[src/rtl/fft_sample_bridge_if.sv]
// Interface bundle for fft_sample_bridge: frame control, input stream,
// sample RAM port and output stream. The bridge uses the slave view; the
// surrounding system (core wrapper or testbench) uses the master view.
interface fft_sample_bridge_if #(
    parameter int DATA_WIDTH = 32,
    parameter int ADDR_WIDTH = 12
);
    // Frame control
    logic                    i_start;
    logic [ADDR_WIDTH:0]     i_samples_number;
    logic                    o_data_loaded;
    logic                    i_calc_end;
    logic                    o_busy;
    logic                    o_len_err;

    // Input sample stream
    logic                    i_s_valid;
    logic [DATA_WIDTH-1:0]   i_s_data;
    logic                    i_s_last;
    logic                    o_s_ready;

    // Sample RAM port
    logic [ADDR_WIDTH-1:0]   o_ram_addr;
    logic [DATA_WIDTH-1:0]   o_ram_wdata;
    logic                    o_ram_we;
    logic                    o_ram_re;
    logic [DATA_WIDTH-1:0]   i_ram_rdata;

    // Output sample stream
    logic                    o_m_valid;
    logic [DATA_WIDTH-1:0]   o_m_data;
    logic                    o_m_last;
    logic                    i_m_ready;

    // Bridge side
    modport slave (
        input  i_start, i_samples_number, i_calc_end,
        input  i_s_valid, i_s_data, i_s_last,
        input  i_ram_rdata,
        input  i_m_ready,
        output o_data_loaded, o_busy, o_len_err,
        output o_s_ready,
        output o_ram_addr, o_ram_wdata, o_ram_we, o_ram_re,
        output o_m_valid, o_m_data, o_m_last
    );

    // System side
    modport master (
        output i_start, i_samples_number, i_calc_end,
        output i_s_valid, i_s_data, i_s_last,
        output i_ram_rdata,
        output i_m_ready,
        input  o_data_loaded, o_busy, o_len_err,
        input  o_s_ready,
        input  o_ram_addr, o_ram_wdata, o_ram_we, o_ram_re,
        input  o_m_valid, o_m_data, o_m_last
    );
endinterface

[src/rtl/fft_sample_bridge.sv]
// fft_sample_bridge: loads an N-sample frame from a valid/ready stream into
// the FFT sample RAM, waits for the core, then drains N results from the RAM
// to a valid/ready output stream with full backpressure on both sides.
//
// Optional build macro FFT_BRIDGE_BITREV_EN: when defined, frames are always
// 2^ADDR_WIDTH samples long and sample k is written to bitreverse(k); the
// drain order stays natural.
//
// Drain path: reads are issued against a credit of RAM_RD_LATENCY+1 slots
// (reads in flight + entries held in the return FIFO). Returning data is
// presented straight to the output when the FIFO is empty, so a held-high
// i_m_ready sees the first sample RAM_RD_LATENCY cycles after the first read
// and one sample per cycle after that.
module fft_sample_bridge #(
    parameter int DATA_WIDTH     = 32,
    parameter int ADDR_WIDTH     = 12,
    parameter int RAM_RD_LATENCY = 1   // legal range 1..3
) (
    input  logic               i_clk,
    input  logic               i_rstn,
    fft_sample_bridge_if.slave bus
);

    localparam int CNT_W      = ADDR_WIDTH + 1;
    localparam int DEPTH      = RAM_RD_LATENCY + 1;
    // Storage is sized for the largest legal latency; only DEPTH slots are used.
    localparam int FIFO_SLOTS = 4;
    localparam int OCC_W      = 3;

    localparam logic [CNT_W-1:0] CNT_ONE = CNT_W'(1);
    localparam logic [CNT_W-1:0] MAX_N   = CNT_W'(1) << ADDR_WIDTH;
    localparam logic [OCC_W-1:0] CREDITS = OCC_W'(DEPTH);
    localparam logic [1:0]       PTR_TOP = 2'(DEPTH - 1);

    typedef enum logic [1:0] {
        IDLE,
        LOAD,
        WAIT_CALC,
        DRAIN
    } state_t;

    state_t                  state;
    logic [CNT_W-1:0]        n_reg;      // frame length latched at start
    logic [CNT_W-1:0]        wcnt;       // samples written during LOAD
    logic [CNT_W-1:0]        rcnt;       // reads issued during DRAIN
    logic [CNT_W-1:0]        ocnt;       // samples delivered during DRAIN
    logic                    s_ready_q;
    logic                    busy_q;

    // rd_pipe[i] marks a read issued i+1 cycles ago
    logic [RAM_RD_LATENCY-1:0] rd_pipe;
    logic [DATA_WIDTH-1:0]     fifo_mem [FIFO_SLOTS];
    logic [1:0]                wr_ptr;
    logic [1:0]                rd_ptr;
    logic [OCC_W-1:0]          fifo_cnt;
    logic [OCC_W-1:0]          outstanding;

    logic                    start_ok;
    logic [CNT_W-1:0]        start_n;
    logic [ADDR_WIDTH-1:0]   wr_addr;
    logic                    wr_hs;
    logic                    wr_last;
    logic                    ret_valid;
    logic                    fifo_empty;
    logic                    m_valid;
    logic                    out_hs;
    logic                    out_last;
    logic                    rd_issue;
    logic                    fifo_push;
    logic                    fifo_pop;

    // Wrap a FIFO pointer at the last used slot rather than at a power of two.
    function automatic logic [1:0] next_ptr(input logic [1:0] p);
        return (p == PTR_TOP) ? 2'd0 : p + 2'd1;
    endfunction

`ifdef FFT_BRIDGE_BITREV_EN
    // Mirror the low ADDR_WIDTH bits of the sample index.
    function automatic logic [ADDR_WIDTH-1:0] bit_rev(input logic [ADDR_WIDTH-1:0] v);
        logic [ADDR_WIDTH-1:0] r;
        for (int i = 0; i < ADDR_WIDTH; i++) begin
            r[i] = v[ADDR_WIDTH-1-i];
        end
        return r;
    endfunction

    // Fixed full-size frame: every start is accepted and the requested length is not used.
    logic unused_samples_number;
    assign unused_samples_number = ^bus.i_samples_number;
    assign start_n  = MAX_N;
    assign start_ok = bus.i_start;
    assign wr_addr  = bit_rev(wcnt[ADDR_WIDTH-1:0]);
`else
    assign start_n  = bus.i_samples_number;
    assign start_ok = bus.i_start && (start_n != '0) && (start_n <= MAX_N);
    assign wr_addr  = wcnt[ADDR_WIDTH-1:0];
`endif

    // Load side: s_ready_q is high exactly while in LOAD.
    assign wr_hs   = s_ready_q & bus.i_s_valid;
    assign wr_last = (wcnt == n_reg - CNT_ONE);

    // Drain side: a return is either bypassed to the output or queued.
    assign ret_valid  = rd_pipe[RAM_RD_LATENCY-1];
    assign fifo_empty = (fifo_cnt == '0);
    assign m_valid    = !fifo_empty || ret_valid;
    assign out_hs     = m_valid && bus.i_m_ready;
    assign out_last   = (ocnt == n_reg - CNT_ONE);
    assign fifo_push  = ret_valid && !(fifo_empty && bus.i_m_ready);
    assign fifo_pop   = out_hs && !fifo_empty;
    assign rd_issue   = (state == DRAIN) && (rcnt < n_reg) &&
                        ((outstanding + fifo_cnt) < CREDITS);

    // Count reads currently in flight towards the credit limit.
    always_comb begin
        outstanding = '0;
        for (int i = 0; i < RAM_RD_LATENCY; i++) begin
            outstanding = outstanding + OCC_W'(rd_pipe[i]);
        end
    end

    // Share the RAM address between writes and reads and select the output sample.
    always_comb begin
        // NOTE: every signal written here gets a default first, so no path through the block can infer a latch.
        bus.o_ram_addr = '0;
        bus.o_m_data   = '0;
        if (wr_hs) begin
            bus.o_ram_addr = wr_addr;
        end else if (rd_issue) begin
            bus.o_ram_addr = rcnt[ADDR_WIDTH-1:0];
        end
        if (!fifo_empty) begin
            bus.o_m_data = fifo_mem[rd_ptr];
        end else if (ret_valid) begin
            bus.o_m_data = bus.i_ram_rdata;
        end
    end

    assign bus.o_ram_we      = wr_hs;
    assign bus.o_ram_wdata   = wr_hs ? bus.i_s_data : '0;
    assign bus.o_ram_re      = rd_issue;
    assign bus.o_data_loaded = wr_hs && wr_last;
    assign bus.o_len_err     = wr_hs && (bus.i_s_last != wr_last);
    assign bus.o_s_ready     = s_ready_q;
    assign bus.o_busy        = busy_q;
    assign bus.o_m_valid     = m_valid;
    assign bus.o_m_last      = m_valid && out_last;

    // Frame sequencing: IDLE -> LOAD -> WAIT_CALC -> DRAIN -> IDLE, with counters.
    always_ff @(posedge i_clk or negedge i_rstn) begin
        // NOTE: sequential state uses non-blocking assignments so every register sees pre-edge values regardless of statement order.
        if (!i_rstn) begin
            state     <= IDLE;
            n_reg     <= '0;
            wcnt      <= '0;
            rcnt      <= '0;
            ocnt      <= '0;
            s_ready_q <= 1'b0;
            busy_q    <= 1'b0;
        end else begin
            case (state)
                IDLE: begin
                    if (start_ok) begin
                        n_reg     <= start_n;
                        wcnt      <= '0;
                        s_ready_q <= 1'b1;
                        busy_q    <= 1'b1;
                        state     <= LOAD;
                    end
                end
                LOAD: begin
                    if (wr_hs) begin
                        wcnt <= wcnt + CNT_ONE;
                        if (wr_last) begin
                            s_ready_q <= 1'b0;
                            state     <= WAIT_CALC;
                        end
                    end
                end
                WAIT_CALC: begin
                    if (bus.i_calc_end) begin
                        rcnt  <= '0;
                        ocnt  <= '0;
                        state <= DRAIN;
                    end
                end
                DRAIN: begin
                    if (rd_issue) begin
                        rcnt <= rcnt + CNT_ONE;
                    end
                    if (out_hs) begin
                        ocnt <= ocnt + CNT_ONE;
                        if (out_last) begin
                            busy_q <= 1'b0;
                            state  <= IDLE;
                        end
                    end
                end
                default: begin
                    s_ready_q <= 1'b0;
                    busy_q    <= 1'b0;
                    state     <= IDLE;
                end
            endcase
        end
    end

    // Track reads in flight and the return FIFO's pointers and occupancy.
    always_ff @(posedge i_clk or negedge i_rstn) begin
        if (!i_rstn) begin
            rd_pipe  <= '0;
            wr_ptr   <= '0;
            rd_ptr   <= '0;
            fifo_cnt <= '0;
        end else begin
            rd_pipe[0] <= rd_issue;
            for (int i = 1; i < RAM_RD_LATENCY; i++) begin
                rd_pipe[i] <= rd_pipe[i-1];
            end
            if (fifo_push) begin
                wr_ptr <= next_ptr(wr_ptr);
            end
            if (fifo_pop) begin
                rd_ptr <= next_ptr(rd_ptr);
            end
            case ({fifo_push, fifo_pop})
                2'b10:   fifo_cnt <= fifo_cnt + 3'd1;
                2'b01:   fifo_cnt <= fifo_cnt - 3'd1;
                default: fifo_cnt <= fifo_cnt;
            endcase
        end
    end

    // Capture returning read data that cannot be handed straight to the output.
    always_ff @(posedge i_clk) begin
        // NOTE: the payload array has no reset; fifo_cnt alone says which entries are valid, so stale contents are never observed.
        if (fifo_push) begin
            fifo_mem[wr_ptr] <= bus.i_ram_rdata;
        end
    end

endmodule

[src/flat_wrapper.sv]
// flat-port wrapper written by rule: the top's interface ports become plain ports
module fft_sample_bridge_flat 
#(
    parameter int DATA_WIDTH     = 32,
    parameter int ADDR_WIDTH     = 12,
    parameter int RAM_RD_LATENCY = 1                      
)
  (i_clk, i_rstn, bus_i_start, bus_i_samples_number, bus_i_calc_end, bus_i_s_valid, bus_i_s_data, bus_i_s_last, bus_i_ram_rdata, bus_i_m_ready, bus_o_data_loaded, bus_o_busy, bus_o_len_err, bus_o_s_ready, bus_o_ram_addr, bus_o_ram_wdata, bus_o_ram_we, bus_o_ram_re, bus_o_m_valid, bus_o_m_data, bus_o_m_last);
  fft_sample_bridge_if #(.DATA_WIDTH(DATA_WIDTH), .ADDR_WIDTH(ADDR_WIDTH)) bus_i ();
  input  logic i_clk;
  input  logic i_rstn;
  input wire logic [$bits(bus_i.i_start)-1:0] bus_i_start;
  input wire logic [$bits(bus_i.i_samples_number)-1:0] bus_i_samples_number;
  input wire logic [$bits(bus_i.i_calc_end)-1:0] bus_i_calc_end;
  input wire logic [$bits(bus_i.i_s_valid)-1:0] bus_i_s_valid;
  input wire logic [$bits(bus_i.i_s_data)-1:0] bus_i_s_data;
  input wire logic [$bits(bus_i.i_s_last)-1:0] bus_i_s_last;
  input wire logic [$bits(bus_i.i_ram_rdata)-1:0] bus_i_ram_rdata;
  input wire logic [$bits(bus_i.i_m_ready)-1:0] bus_i_m_ready;
  output wire logic [$bits(bus_i.o_data_loaded)-1:0] bus_o_data_loaded;
  output wire logic [$bits(bus_i.o_busy)-1:0] bus_o_busy;
  output wire logic [$bits(bus_i.o_len_err)-1:0] bus_o_len_err;
  output wire logic [$bits(bus_i.o_s_ready)-1:0] bus_o_s_ready;
  output wire logic [$bits(bus_i.o_ram_addr)-1:0] bus_o_ram_addr;
  output wire logic [$bits(bus_i.o_ram_wdata)-1:0] bus_o_ram_wdata;
  output wire logic [$bits(bus_i.o_ram_we)-1:0] bus_o_ram_we;
  output wire logic [$bits(bus_i.o_ram_re)-1:0] bus_o_ram_re;
  output wire logic [$bits(bus_i.o_m_valid)-1:0] bus_o_m_valid;
  output wire logic [$bits(bus_i.o_m_data)-1:0] bus_o_m_data;
  output wire logic [$bits(bus_i.o_m_last)-1:0] bus_o_m_last;
  assign bus_i.i_start = bus_i_start;
  assign bus_i.i_samples_number = bus_i_samples_number;
  assign bus_i.i_calc_end = bus_i_calc_end;
  assign bus_i.i_s_valid = bus_i_s_valid;
  assign bus_i.i_s_data = bus_i_s_data;
  assign bus_i.i_s_last = bus_i_s_last;
  assign bus_i.i_ram_rdata = bus_i_ram_rdata;
  assign bus_i.i_m_ready = bus_i_m_ready;
  assign bus_o_data_loaded = bus_i.o_data_loaded;
  assign bus_o_busy = bus_i.o_busy;
  assign bus_o_len_err = bus_i.o_len_err;
  assign bus_o_s_ready = bus_i.o_s_ready;
  assign bus_o_ram_addr = bus_i.o_ram_addr;
  assign bus_o_ram_wdata = bus_i.o_ram_wdata;
  assign bus_o_ram_we = bus_i.o_ram_we;
  assign bus_o_ram_re = bus_i.o_ram_re;
  assign bus_o_m_valid = bus_i.o_m_valid;
  assign bus_o_m_data = bus_i.o_m_data;
  assign bus_o_m_last = bus_i.o_m_last;
  fft_sample_bridge #(.DATA_WIDTH(DATA_WIDTH), .ADDR_WIDTH(ADDR_WIDTH), .RAM_RD_LATENCY(RAM_RD_LATENCY)) u_core (.i_clk(i_clk), .i_rstn(i_rstn), .bus(bus_i));
endmodule
[config.mk]
export PLATFORM = sky130hd
export DESIGN_NAME = fft_sample_bridge_flat
export DESIGN_NICKNAME = d
export VERILOG_FILES = /design/src/rtl/fft_sample_bridge_if.sv /design/src/rtl/fft_sample_bridge.sv /design/src/flat_wrapper.sv
export SDC_FILE = /design/constraint.sdc
export NUM_CORES = 1
export LEC_CHECK = 0
export CAP_MARGIN = 20
export CORE_MARGIN = 2
export CORE_UTILIZATION = 40
export DETAILED_ROUTE_END_ITERATION = 10
export PLACE_DENSITY = 0.65
export SYNTH_ARGS = -nofsm -noshare
export SYNTH_HDL_FRONTEND = slang
export SYNTH_SLANG_ARGS = --single-unit
[constraint.sdc]
create_clock -name i_clk -period 4.3 [get_ports i_clk]
set_clock_uncertainty 0.2 [all_clocks]
set_input_delay 0.86 -clock i_clk [delete_from_list [all_inputs] [get_ports i_clk]]
set_output_delay 0.86 -clock i_clk [all_outputs]
set_load 0.05 [all_outputs]
==> results of run 1 <==
## critical path, delay by kind of cell, from the launching register on
| kind | cells | cell delay, ns |
|---|---|---|
| flip-flops | 1 | 0.42 |
| AND/OR/NAND/NOR | 5 | 1.44 |
| XOR/XNOR | 1 | 0.17 |
| AO/OA/AOI/OAI | 2 | 0.22 |
| adder cells (fa/ha/maj) | 1 | 0.16 |
| buffers and inverters | 2 | 0.25 |
## final timing paths
kind                                      start         endpoint  slack [ns]  cells past startpoint
worst min register to register  u_core.state[1]  u_core.state[1]        0.36                      1
max in group asynchronous                i_rstn   u_core.wcnt[1]        2.68                      2
worst max-delay path            u_core.n_reg[1]    bus_o_len_err        0.14                     11
worst min-delay path                     i_rstn   u_core.ocnt[9]        0.30                      1
min in group i_clk              u_core.state[1]  u_core.state[1]        0.36                      1
worst max register to register  u_core.n_reg[0]  u_core.state[1]        0.90                      9
## metal layers
layer / global-route usage [%] / wire length (um)
met4: 6.17 / 538
met2: 30.8 / 11600
met3: 3.08 / 1090
met5: 0 / 0
met1: 26.6 / 11200
## cell type report
type | instances | area (sq um)
fill | 2088 | 11300
sequential | 192 | 5450
multi-input combinational | 578 | 4160
timing repair buffer | 201 | 2130
clock buffer | 17 | 425
tap | 324 | 405
clock inverter | 15 | 226
inverter | 29 | 109
## metrics by stage
step | instances | hold slack, ns
2_1_floorplan | 848 | 0.305
3_3_place_gp | 1320 | 0.316
3_5_place_dp | 1320 | 0.337
4_1_cts | 1352 | 0.345
5_1_grt | 1356 | 0.369
6_report | 1356 | 0.300
## layout by cell type (no fill, tap or decap), types with 29 or more instances in the layout
master / count
and3_1: 38
buf_4: 31
clkdlybuf4s50_1: 149
dfrtp_1: 62
edfxtp_1: 128
mux4_2: 32
nand2_1: 133
nand3_1: 55
nor2_1: 37
o21ai_0: 43
xnor2_1: 29
## where the power goes
| group | switching, uW | internal (uW) |
|---|---|---|
| combinational | 1520 | 990 |
| clock | 857 | 825 |
| sequential | 240 | 2080 |
## cell families after synthesis
kind of cell / synth area share (%)
muxes: 7.62
and+or+nand+nor: 18.5
AOI/OAI and AO/OA: 6.92
adders and majority gates: 3.09
buffers and inverters: 3.17
xor gates and xnor gates: 5.52
DFF: 55.2
## what timing repair did
item / in CTS / in global routing
gates cloned: 0 / 0
pin swaps: 0 / 6
buffers inserted: 0 / 4
setup endpoints to repair: 1 / 1
gates resized for setup: 4 / 7
==> metrics.md, run 1 <==
| Metric | Value |
|---|---|
| Status | `finished, final reports clean` |
| Max-Slew Margin vs Limit | `42.4%` |
| Max FFs per register | `approximately 130` |
| Data arrival, critical path | `a little over 3 ns` |
| Biggest register | `u_core.fifo_mem` |
| Seq/Total Area, Yosys | `a little under three fifths` |
| Core area | `~24000 sq um` |
| Post-synth ARST share | `33.3%` |
| Fin crit period | `4.16 ns` |
| Maxcap violations | `0` |
| Vias in the first global route | `a little over 7000` |
| CP Data Required Time | `3.24 ns` |
| Max IR drop VDD | `0.276 mV` |
| WL/cell | `18.0 um` |
| DR iter-0 viols | `590` |
| Hold/Removal Path Class | `in -> async` |
| Total gr overflow | `0` |
| Crit-path max FO | `6` |
| Vias per inst | `5.29` |
| First-pass GRT wire length | `roughly 39000 um` |
| Synth area leaders | `edfxtp_1, dfrtp_1, mux4_2, nand2_1, ha_1` |
| Std-Cell Rows | `between 50 and 60` |
| Fin. Hold Viols | `0` |
| IO Count | `168` |
| CTS root buffer | `clkbuf_16` |
| Mapped Cells | `~850` |
| Overall Global Routing Usage | `19.1%` |
| Top_reg_cell synth | `edfxtp_1` |
| Most frequent cell after synthesis | `nand2_1` |
| Fraction of layout cells with a size suffix above 1 | `14.3%` |
| Total CTS buffers | `17` |
| CTS tree | `built` |
| Initial antenna violation count | `0` |
| Pins Over Slew Limit | `0` |
| Worst setup SP type | `flop` |
| Final worst slack | `0.145 ns` |
| Nature of the critical path endpoint | `output pin` |
| Via Count | `about 7200` |
| Final setup violation count | `0` |
| Finished Core Util | `between 50% and 60%` |
| Post-Syn Nets | `approximately 960` |
| First-pass iteration count of the detailed router | `5` |
| RSZ-0062 raised after global routing | `no` |
| Synth Warn # | `0` |
| Die span in x | `161 um` |
| Max Fclk | `0.241 GHz` |
| Nets@finish | `1126` |
| Synth Register Bits | `192` |
| Post-synthesis cell type count | `64` |
| Area growth syn-to-layout | `30.8%` |
| Final instance area | `12900 sq um` |
| EDFF count, synth | `128` |
| ANT nets after route | `0` |
| Port-buffer cells | `~170` |
| CTS H-tree lvls | `4` |
| Leakage | `approximately 0.005 uW` |
| Post-DP Area | `12200 sq um` |
| Number of diodes | `0` |
| Setup TNS | `0 ns` |
| Worst Max-Slew Pin Slew | `0.864 ns` |
| Slowest stage delay, CP | `0.54 ns` |
| Synth cell count leaders | `nand2_1, edfxtp_1, dfrtp_1, nand3_1, o21ai_0` |
| Clock sinks | `roughly 190` |
| Starting Density | `40.7%` |
| Cells along the critical path | `inv_2, ha_4, or4b_4, o21ai_1, a21oi_1, or4_4, nor2_4, nand2_2, xor2_1, nor2_2, buf_12` |
| DRC violations left | `0` |
| Final wirelength | `24400 um` |
| Tot Pwr | `about 6500 uW` |
| Clock slew at reported path FFs | `0.08 ns` |
| Placer Congestion | `0.917` |
| Crit share post-route | `between 90 and 100%` |
| Synth area leader | `edfxtp_1` |
| Setup CP Type | `reg -> out` |
| Setup WS pre-CTS | `roughly 0.32 ns` |
| Longest Clk Path Bufs | `2` |
| Share of the synthesized area in the top cell type | `39.0%` |
| Largest net degree at the start of global routing | `37` |
| Die span in y | `161 um` |
| Latest clock arrival within the worst-skew pair | `0.44 ns` |
| Mean Syn Cell Area | `11.6 sq um` |
| Pwr/cell area | `504 nW/um^2` |
| Detailed Place HPWL | `17200 um` |
| Total die area | `around 26000 sq um` |
| Synth Cell Area | `9870 sq um` |
| Slowest-stage cell, CP | `or4_4` |
| Hold buffers post-CTS | `0` |
No activity file was read; power rests on OpenSTA's default activity.
==> run 2, diff against run 1 <==
--- a/config.mk
+++ b/config.mk
@@ -6,10 +6,10 @@
 export NUM_CORES = 1
 export LEC_CHECK = 0
 export CAP_MARGIN = 20
-export CORE_MARGIN = 2
 export CORE_UTILIZATION = 40
 export DETAILED_ROUTE_END_ITERATION = 10
 export PLACE_DENSITY = 0.65
 export SYNTH_ARGS = -nofsm -noshare
 export SYNTH_HDL_FRONTEND = slang
 export SYNTH_SLANG_ARGS = --single-unit
+export TNS_END_PERCENT = 30
==> run 2 against run 1 <==
  * Combinational power is essentially flat
  * Critical path depth is the same
  * Core utilization is the same
  * Fmax shrank 2.0%
  * Register-to-register slack gained 0.04 ns
  * Routed wire length shrank 0.93%
  * Critical path type unchanged
==> metrics.md, run 2 (synthesized netlist as in run 1, its figures left out) <==
| Metric | Value |
|---|---|
| Data arrival, critical path | `3.18 ns (was 3.10 ns)` |
| WL/cell | `17.9 um (was 18.0 um)` |
| Setup CP Type | `reg -> out (unchanged)` |
| CP startpoint | `u_core.n_reg[1] (unchanged)` |
| Starting Density | `40.7% (unchanged)` |
| Nets@finish | `1124 (was 1126)` |
| Detailed Place HPWL | `16800 um (was 17200 um)` |
| CP Data Required Time | `3.24 ns (about the same)` |
| First-pass iteration count of the detailed router | `7 (was 5)` |
| IO Count | `168 (unchanged)` |
| Critical R2R Launch | `u_core.n_reg[1] (was u_core.n_reg[0])` |
| Area growth syn-to-layout | `30.8% (unchanged)` |
| Max Fclk | `0.236 GHz (was 0.241 GHz)` |
| Total gr overflow | `0 (unchanged)` |
| Final setup violation count | `0 (unchanged)` |
| Leakage | `0.00499 uW (was 0.00500 uW)` |
| CTS root buffer | `clkbuf_16 (unchanged)` |
| Core area | `24200 sq um (unchanged)` |
| Initial antenna violation count | `0 (unchanged)` |
| First-pass GRT wire length | `38900 um (was 38700 um)` |
| Clock sinks | `192 (unchanged)` |
| Commonest cells after routing, fill and taps aside | `clkdlybuf4s50_1, nand2_1, edfxtp_1 (unchanged)` |
| Finished Core Util | `53.2% (unchanged)` |
| Pins Over Slew Limit | `0 (unchanged)` |
| R2R depth | `9 (unchanged)` |
| Number of diodes | `0 (unchanged)` |
| Hold buffers post-CTS | `0 (unchanged)` |
| Via Count | `7281 (was 7177)` |
| Worst setup endpoint | `bus_o_len_err (unchanged)` |
| Max FFs per register | `128 (unchanged)` |
| Port-buffer cells | `167 (unchanged)` |
| CTS H-tree lvls | `4 (unchanged)` |
| CTS tree | `built (unchanged)` |
| R2R Path End | `u_core.state[1] (unchanged)` |
| Latest clock arrival within the worst-skew pair | `0.44 ns (about the same)` |
| Vias in the first global route | `7048 (unchanged)` |
| Fillers | `2077 (was 2088)` |
| Biggest register | `u_core.fifo_mem (unchanged)` |
| Clock slew at reported path FFs | `0.08 ns (about the same)` |
| Die span in x | `159 um (was 161 um)` |
| Std-Cell Rows | `57 (unchanged)` |
| Fin. Hold Viols | `0 (unchanged)` |
| Worst Max-Slew Pin Slew | `0.886 ns (was 0.864 ns)` |
| Hold/Removal Path Class | `in -> async (unchanged)` |
| Maxcap violations | `0 (unchanged)` |
| Status | `finished, final reports clean (unchanged)` |
| Worst setup SP type | `flop (unchanged)` |
| Total CTS buffers | `17 (unchanged)` |
| Crit-path max FO | `5 (was 6)` |
| Pwr/cell area | `505 nW/um^2 (was 504 nW/um^2)` |
| Die span in y | `159 um (was 161 um)` |
| Fraction of layout cells with a size suffix above 1 | `14.1% (was 14.3%)` |
| Largest net degree at the start of global routing | `37 (unchanged)` |
| Placer Congestion | `0.901 (was 0.917)` |
| DRC violations left | `0 (unchanged)` |
| DR iter-0 viols | `425 (was 590)` |
| Reg-to-reg slack, setup | `0.94 ns (was 0.90 ns)` |
| Tot Pwr | `6510 uW (about the same)` |
| Overall Global Routing Usage | `19.5% (was 19.1%)` |
| Longest Clk Path Bufs | `2 (unchanged)` |
| Vias per inst | `5.38 (was 5.29)` |
| Max IR drop VDD | `0.301 mV (was 0.276 mV)` |
| Crit share post-route | `98.6% (was 96.6%)` |
| ANT nets after route | `0 (unchanged)` |
| Max-Slew Margin vs Limit | `40.9% (was 42.4%)` |
| Final wirelength | `24200 um (was 24400 um)` |
| Commonest non-fill, non-tap cell in the layout | `clkdlybuf4s50_1 (unchanged)` |
| Fin crit period | `4.24 ns (was 4.16 ns)` |
| Nature of the critical path endpoint | `output pin (unchanged)` |
| Total die area | `25300 sq um (was 25900 sq um)` |
==> run 2: worst min path at each step <==
stage                             endpoint  slack (ns)  cells after the start
after global routing        u_core.ocnt[6]        0.31                      1
final                       u_core.ocnt[6]        0.27                      1
after floorplan           u_core.wr_ptr[1]        0.31                      1
after global placement     u_core.state[1]        0.35                      1
after detailed placement    u_core.ocnt[0]        0.36                      1
after CTS                   u_core.ocnt[6]        0.29                      1
==> run 2: cell type report <==
cell class / instances / area [sq um] / share of cell area [%]
clock buffer: 17 / 425 / 3.30
clock inverter: 15 / 231 / 1.79
inverter: 29 / 109 / 0.844
multi-input combinational: 578 / 4170 / 32.3
sequential: 192 / 5450 / 42.2
tap: 324 / 405 / 3.14
timing repair buffer: 199 / 2110 / 16.4
==> run 2: report_power, final <==
| group | leakage, uW | total, uW | internal (uW) | switching, uW |
|---|---|---|---|---|
| registers | 0.00196 | 2340 | 2080 | 258 |
| clock network | 0.000315 | 1690 | 829 | 860 |
| logic | 0.00272 | 2480 | 986 | 1500 |
==> run 2: metrics by stage <==
stage	cell area, sq um	TNS [ns]	setup WS [ns]	instances	hold WS, ns
CTS	12900	0	0.0204	1350	0.291
detailed placement	12200	0	0.299	1314	0.361
floorplan	9870	0	0.0940	848	0.305
finish	12900	0	0.0598	1354	0.270
global route	12900	-0.0361	-0.0361	1354	0.314
global placement	12200	0	0.366	1314	0.346
==> run 2: timing repair <==
action	in CTS	in global routing
endpoints found under the setup margin	3	9
setup buffers	4	4
resized for setup	5	5
pin swaps	2	2
hold endpoints to repair	0	0
==> run 2: metal layers <==
metal	share of wire, %	up-vias	track usage [%]	routed length [um]
met5	0	-	0	0
met4	2.2	0	5.99	539
met3	5.2	41	3.33	1270
met2	49	238	32.7	11800
met1	44	3543	26.0	10600
li1	-	3459	-	-
==> run 2: critical path: stages (launching register included) <==
cell     delay [ns]
dfrtp_1        0.43
inv_2          0.10
ha_4           0.16
nor4b_4        0.25
and4_4         0.29
xnor3_1        0.23
or4_4          0.51
nor2_4         0.13
nand2_1        0.11
xor2_1         0.18
nor2_2         0.19
buf_12         0.16
==> run 3, diff against run 2 <==
--- a/config.mk
+++ b/config.mk
@@ -7,6 +7,8 @@
 export LEC_CHECK = 0
 export CAP_MARGIN = 20
 export CORE_UTILIZATION = 40
+export CTS_BUF_LIST = sky130_fd_sc_hd__clkbuf_2 sky130_fd_sc_hd__clkbuf_4 sky130_fd_sc_hd__clkbuf_8
+export CTS_CLUSTER_DIAMETER = 40
 export DETAILED_ROUTE_END_ITERATION = 10
 export PLACE_DENSITY = 0.65
 export SYNTH_ARGS = -nofsm -noshare
==> run 3 against run 2 <==
  * Total power down 6.2%
  * Sequential cell count unchanged
  * Via count down 1.0%
  * Final cell count down 0.30%
  * Count of clock-buffer cells in the layout unchanged
  * Core utilization down 0.91 points
  * Highest routed layer unchanged
==> metrics.md, run 3 (synthesized netlist as in run 1, its figures left out) <==
| Metric | Value |
|---|---|
| Overall Global Routing Usage | `19.4% (was 19.5%)` |
| Commonest non-fill, non-tap cell in the layout | `clkdlybuf4s50_1 (unchanged)` |
| Fin crit period | `4.24 ns (about the same)` |
| Area growth syn-to-layout | `28.5% (was 30.8%)` |
| Worst Max-Slew Pin Slew | `0.888 ns (was 0.886 ns)` |
| First-pass iteration count of the detailed router | `5 (was 7)` |
| Max IR drop VDD | `0.259 mV (was 0.301 mV)` |
| Commonest cells after routing, fill and taps aside | `clkdlybuf4s50_1, nand2_1, edfxtp_1 (unchanged)` |
| Biggest register | `u_core.fifo_mem (unchanged)` |
| RSZ-0062 raised after global routing | `yes` |
| Clock sinks | `192 (unchanged)` |
| Initial antenna violation count | `0 (unchanged)` |
| Critical R2R Launch | `u_core.n_reg[0] (was u_core.n_reg[1])` |
| Pwr/cell area | `481 nW/um^2 (was 505 nW/um^2)` |
| Final setup violation count | `0 (unchanged)` |
| Maxcap violations | `0 (unchanged)` |
| Finished Core Util | `52.3% (was 53.2%)` |
| Cell family with the largest share of critical-path delay | `simple AND/OR/NAND/NOR gates (unchanged)` |
| ANT nets after route | `0 (unchanged)` |
| Leakage | `0.00488 uW (was 0.00499 uW)` |
| Number of diodes | `0 (unchanged)` |
| Longest Clk Path Bufs | `2 (unchanged)` |
| Final wirelength | `24000 um (was 24200 um)` |
| Detailed Place HPWL | `16800 um (unchanged)` |
| Starting Density | `40.7% (unchanged)` |
| CTS H-tree lvls | `4 (unchanged)` |
| R2R depth | `9 (unchanged)` |
| Via Count | `7207 (was 7281)` |
| Core area | `24200 sq um (unchanged)` |
| Std-Cell Rows | `57 (unchanged)` |
| Crit share post-route | `98.6% (about the same)` |
| Clock slew at reported path FFs | `0.12 ns (was 0.08 ns)` |
| Slowest stage delay, CP | `0.62 ns (was 0.51 ns)` |
| Switch Pwr | `2560 uW (was 2620 uW)` |
| First-pass GRT wire length | `38700 um (was 38900 um)` |
| Clock network fraction of design power | `21.2% (was 25.9%)` |
| Fraction of layout cells with a size suffix above 1 | `13.8% (was 14.1%)` |
| Busiest grt layer | `met2 (unchanged)` |
| Net Sw Frac | `41.9% (was 40.2%)` |
| Worst setup endpoint | `bus_o_len_err (unchanged)` |
| Total gr overflow | `0 (unchanged)` |
| DR iter-0 viols | `493 (was 425)` |
| CP startpoint | `u_core.n_reg[3] (was u_core.n_reg[1])` |
| Port-buffer cells | `167 (unchanged)` |
| GR Layer Usage met1 | `25.7% (was 26.0%)` |
| WP buf/inv | `1 (was 2)` |
| IO Count | `168 (unchanged)` |
| CP Data Required Time | `3.24 ns (about the same)` |
| Fin. Hold Viols | `0 (unchanged)` |
| Area of the multi-input gates | `4170 sq um (unchanged)` |
| Comb power frac | `40.5% (was 38.2%)` |
| DRC violations left | `0 (unchanged)` |
| Hold/Removal Path Class | `in -> async (unchanged)` |
| Nature of the critical path endpoint | `output pin (unchanged)` |
| Data arrival, critical path | `3.18 ns (about the same)` |
| Crit-path max FO | `8 (was 5)` |
| M2 GR Usage | `32.7% (unchanged)` |
| Die span in y | `159 um (unchanged)` |
| Total die area | `25300 sq um (unchanged)` |
| WL/cell | `17.8 um (was 17.9 um)` |
| Nets@finish | `1120 (was 1124)` |
| Hold buffers post-CTS | `0 (unchanged)` |
| Reg-to-reg slack, setup | `0.97 ns (was 0.94 ns)` |
| Worst path depth | `9 (was 11)` |
| Total CTS buffers | `17 (unchanged)` |
| Die span in x | `159 um (unchanged)` |
| Max Fclk | `0.236 GHz (about the same)` |
| Largest net degree at the start of global routing | `37 (unchanged)` |
| Post-DP Area | `12200 sq um (unchanged)` |
| P_int | `3540 uW (was 3890 uW)` |
| Worst setup SP type | `flop (unchanged)` |
| Placer Congestion | `0.901 (unchanged)` |
| Setup CP Type | `reg -> out (unchanged)` |
| Vias in the first global route | `7090 (was 7048)` |
| Met3 Resource Use GR | `3.70% (was 3.33%)` |
| Vias per inst | `5.34 (was 5.38)` |
| Latest clock arrival within the worst-skew pair | `0.48 ns (was 0.44 ns)` |
| R2R Path End | `u_core.state[1] (unchanged)` |
| Register share of total power | `38.3% (was 35.9%)` |
| Pins Over Slew Limit | `0 (unchanged)` |
| Final instance area | `12700 sq um (was 12900 sq um)` |
| Register area | `5450 sq um (unchanged)` |
| Fillers | `2106 (was 2077)` |
| CTS tree | `built (unchanged)` |
| Cells along the critical path | `or4b_4, o21ai_1, a21oi_1, or4_4, nor2_4, nand2_1, xor2_1, nor2_2, buf_12 (was inv_2, ha_4, nor4b_4, and4_4, xnor3_1, or4_4, nor2_4, nand2_1, xor2_1, nor2_2, buf_12)` |
| CTS root buffer | `clkbuf_8 (was clkbuf_16)` |
| Max FFs per register | `128 (unchanged)` |
| Status | `finished, final reports clean (unchanged)` |
| Max-Slew Margin vs Limit | `40.8% (was 40.9%)` |
| Slowest-stage cell, CP | `or4b_4 (was or4_4)` |
[run 3: power groups by stage]
stage,clock network (uW),logic [uW],registers [uW]
after global routing,1390,2630,2370
final,1290,2470,2340
after CTS,1320,2480,2340
after detailed placement,0,2450,2380
after floorplan,0,1770,2230
after global placement,0,2440,2370
[run 3: area by class of cell]
type	instances	share of cell area, %
Tap cell	324	3.20
Clock inverter	15	1.83
Clock buffer	17	1.85
Timing Repair Buffer	195	16.4
Multi-Input combinational cell	578	32.9
Inverter	29	0.858
Sequential cell	192	43.0
[run 3: worst register-to-register path, cell delays in order, from the launching register on]
cell and delay [ns]:
dfrtp_1 0.41, buf_4 0.18, or3_1 0.47, nor3_4 0.17, and3_1 0.18, o211ai_1 0.10, a222oi_1 0.56, a31oi_1 0.26
nor4b_4 0.36, mux2_1 0.35
[run 3: worst min path at each step]
stage               cells after the start              from          endpoint
floorplan                               1  u_core.wr_ptr[1]  u_core.wr_ptr[1]
global placement                        1   u_core.state[1]   u_core.state[1]
detailed placement                      1    u_core.ocnt[0]    u_core.ocnt[0]
CTS                                     1            i_rstn    u_core.ocnt[6]
global route                            1            i_rstn    u_core.ocnt[6]
finish                                  1            i_rstn    u_core.ocnt[6]
[run 3: what timing repair did]
| item | CTS | global route |
|---|---|---|
| endpoints found under the setup margin | 9 | 12 |
| resized for setup | 7 | 4 |
| setup buffers | 4 | 0 |
| hold endpoints to repair | 0 | 0 |
| pin swaps | 2 | 1 |
[run 3: layer usage]
metal,routed length (um),vias to the layer above
li1,-,3455
met1,10600,3481
met2,11700,241
met3,1360,30
met4,423,0
met5,0,-
[run 3: per-stage QoR]
| step | TNS (ns) | setup WS, ns | instances | power [uW] | hold slack [ns] |
|---|---|---|---|---|---|
| 6_report | 0 | 0.0602 | 1350 | 6100 | 0.225 |
| 4_1_cts | 0 | 0.000656 | 1350 | 6140 | 0.230 |
| 3_3_place_gp | 0 | 0.366 | 1314 | 4820 | 0.346 |
| 5_1_grt | -0.0609 | -0.0609 | 1350 | 6390 | 0.249 |
| 2_1_floorplan | 0 | 0.0940 | 848 | 4000 | 0.305 |
| 3_5_place_dp | 0 | 0.299 | 1314 | 4830 | 0.361 |
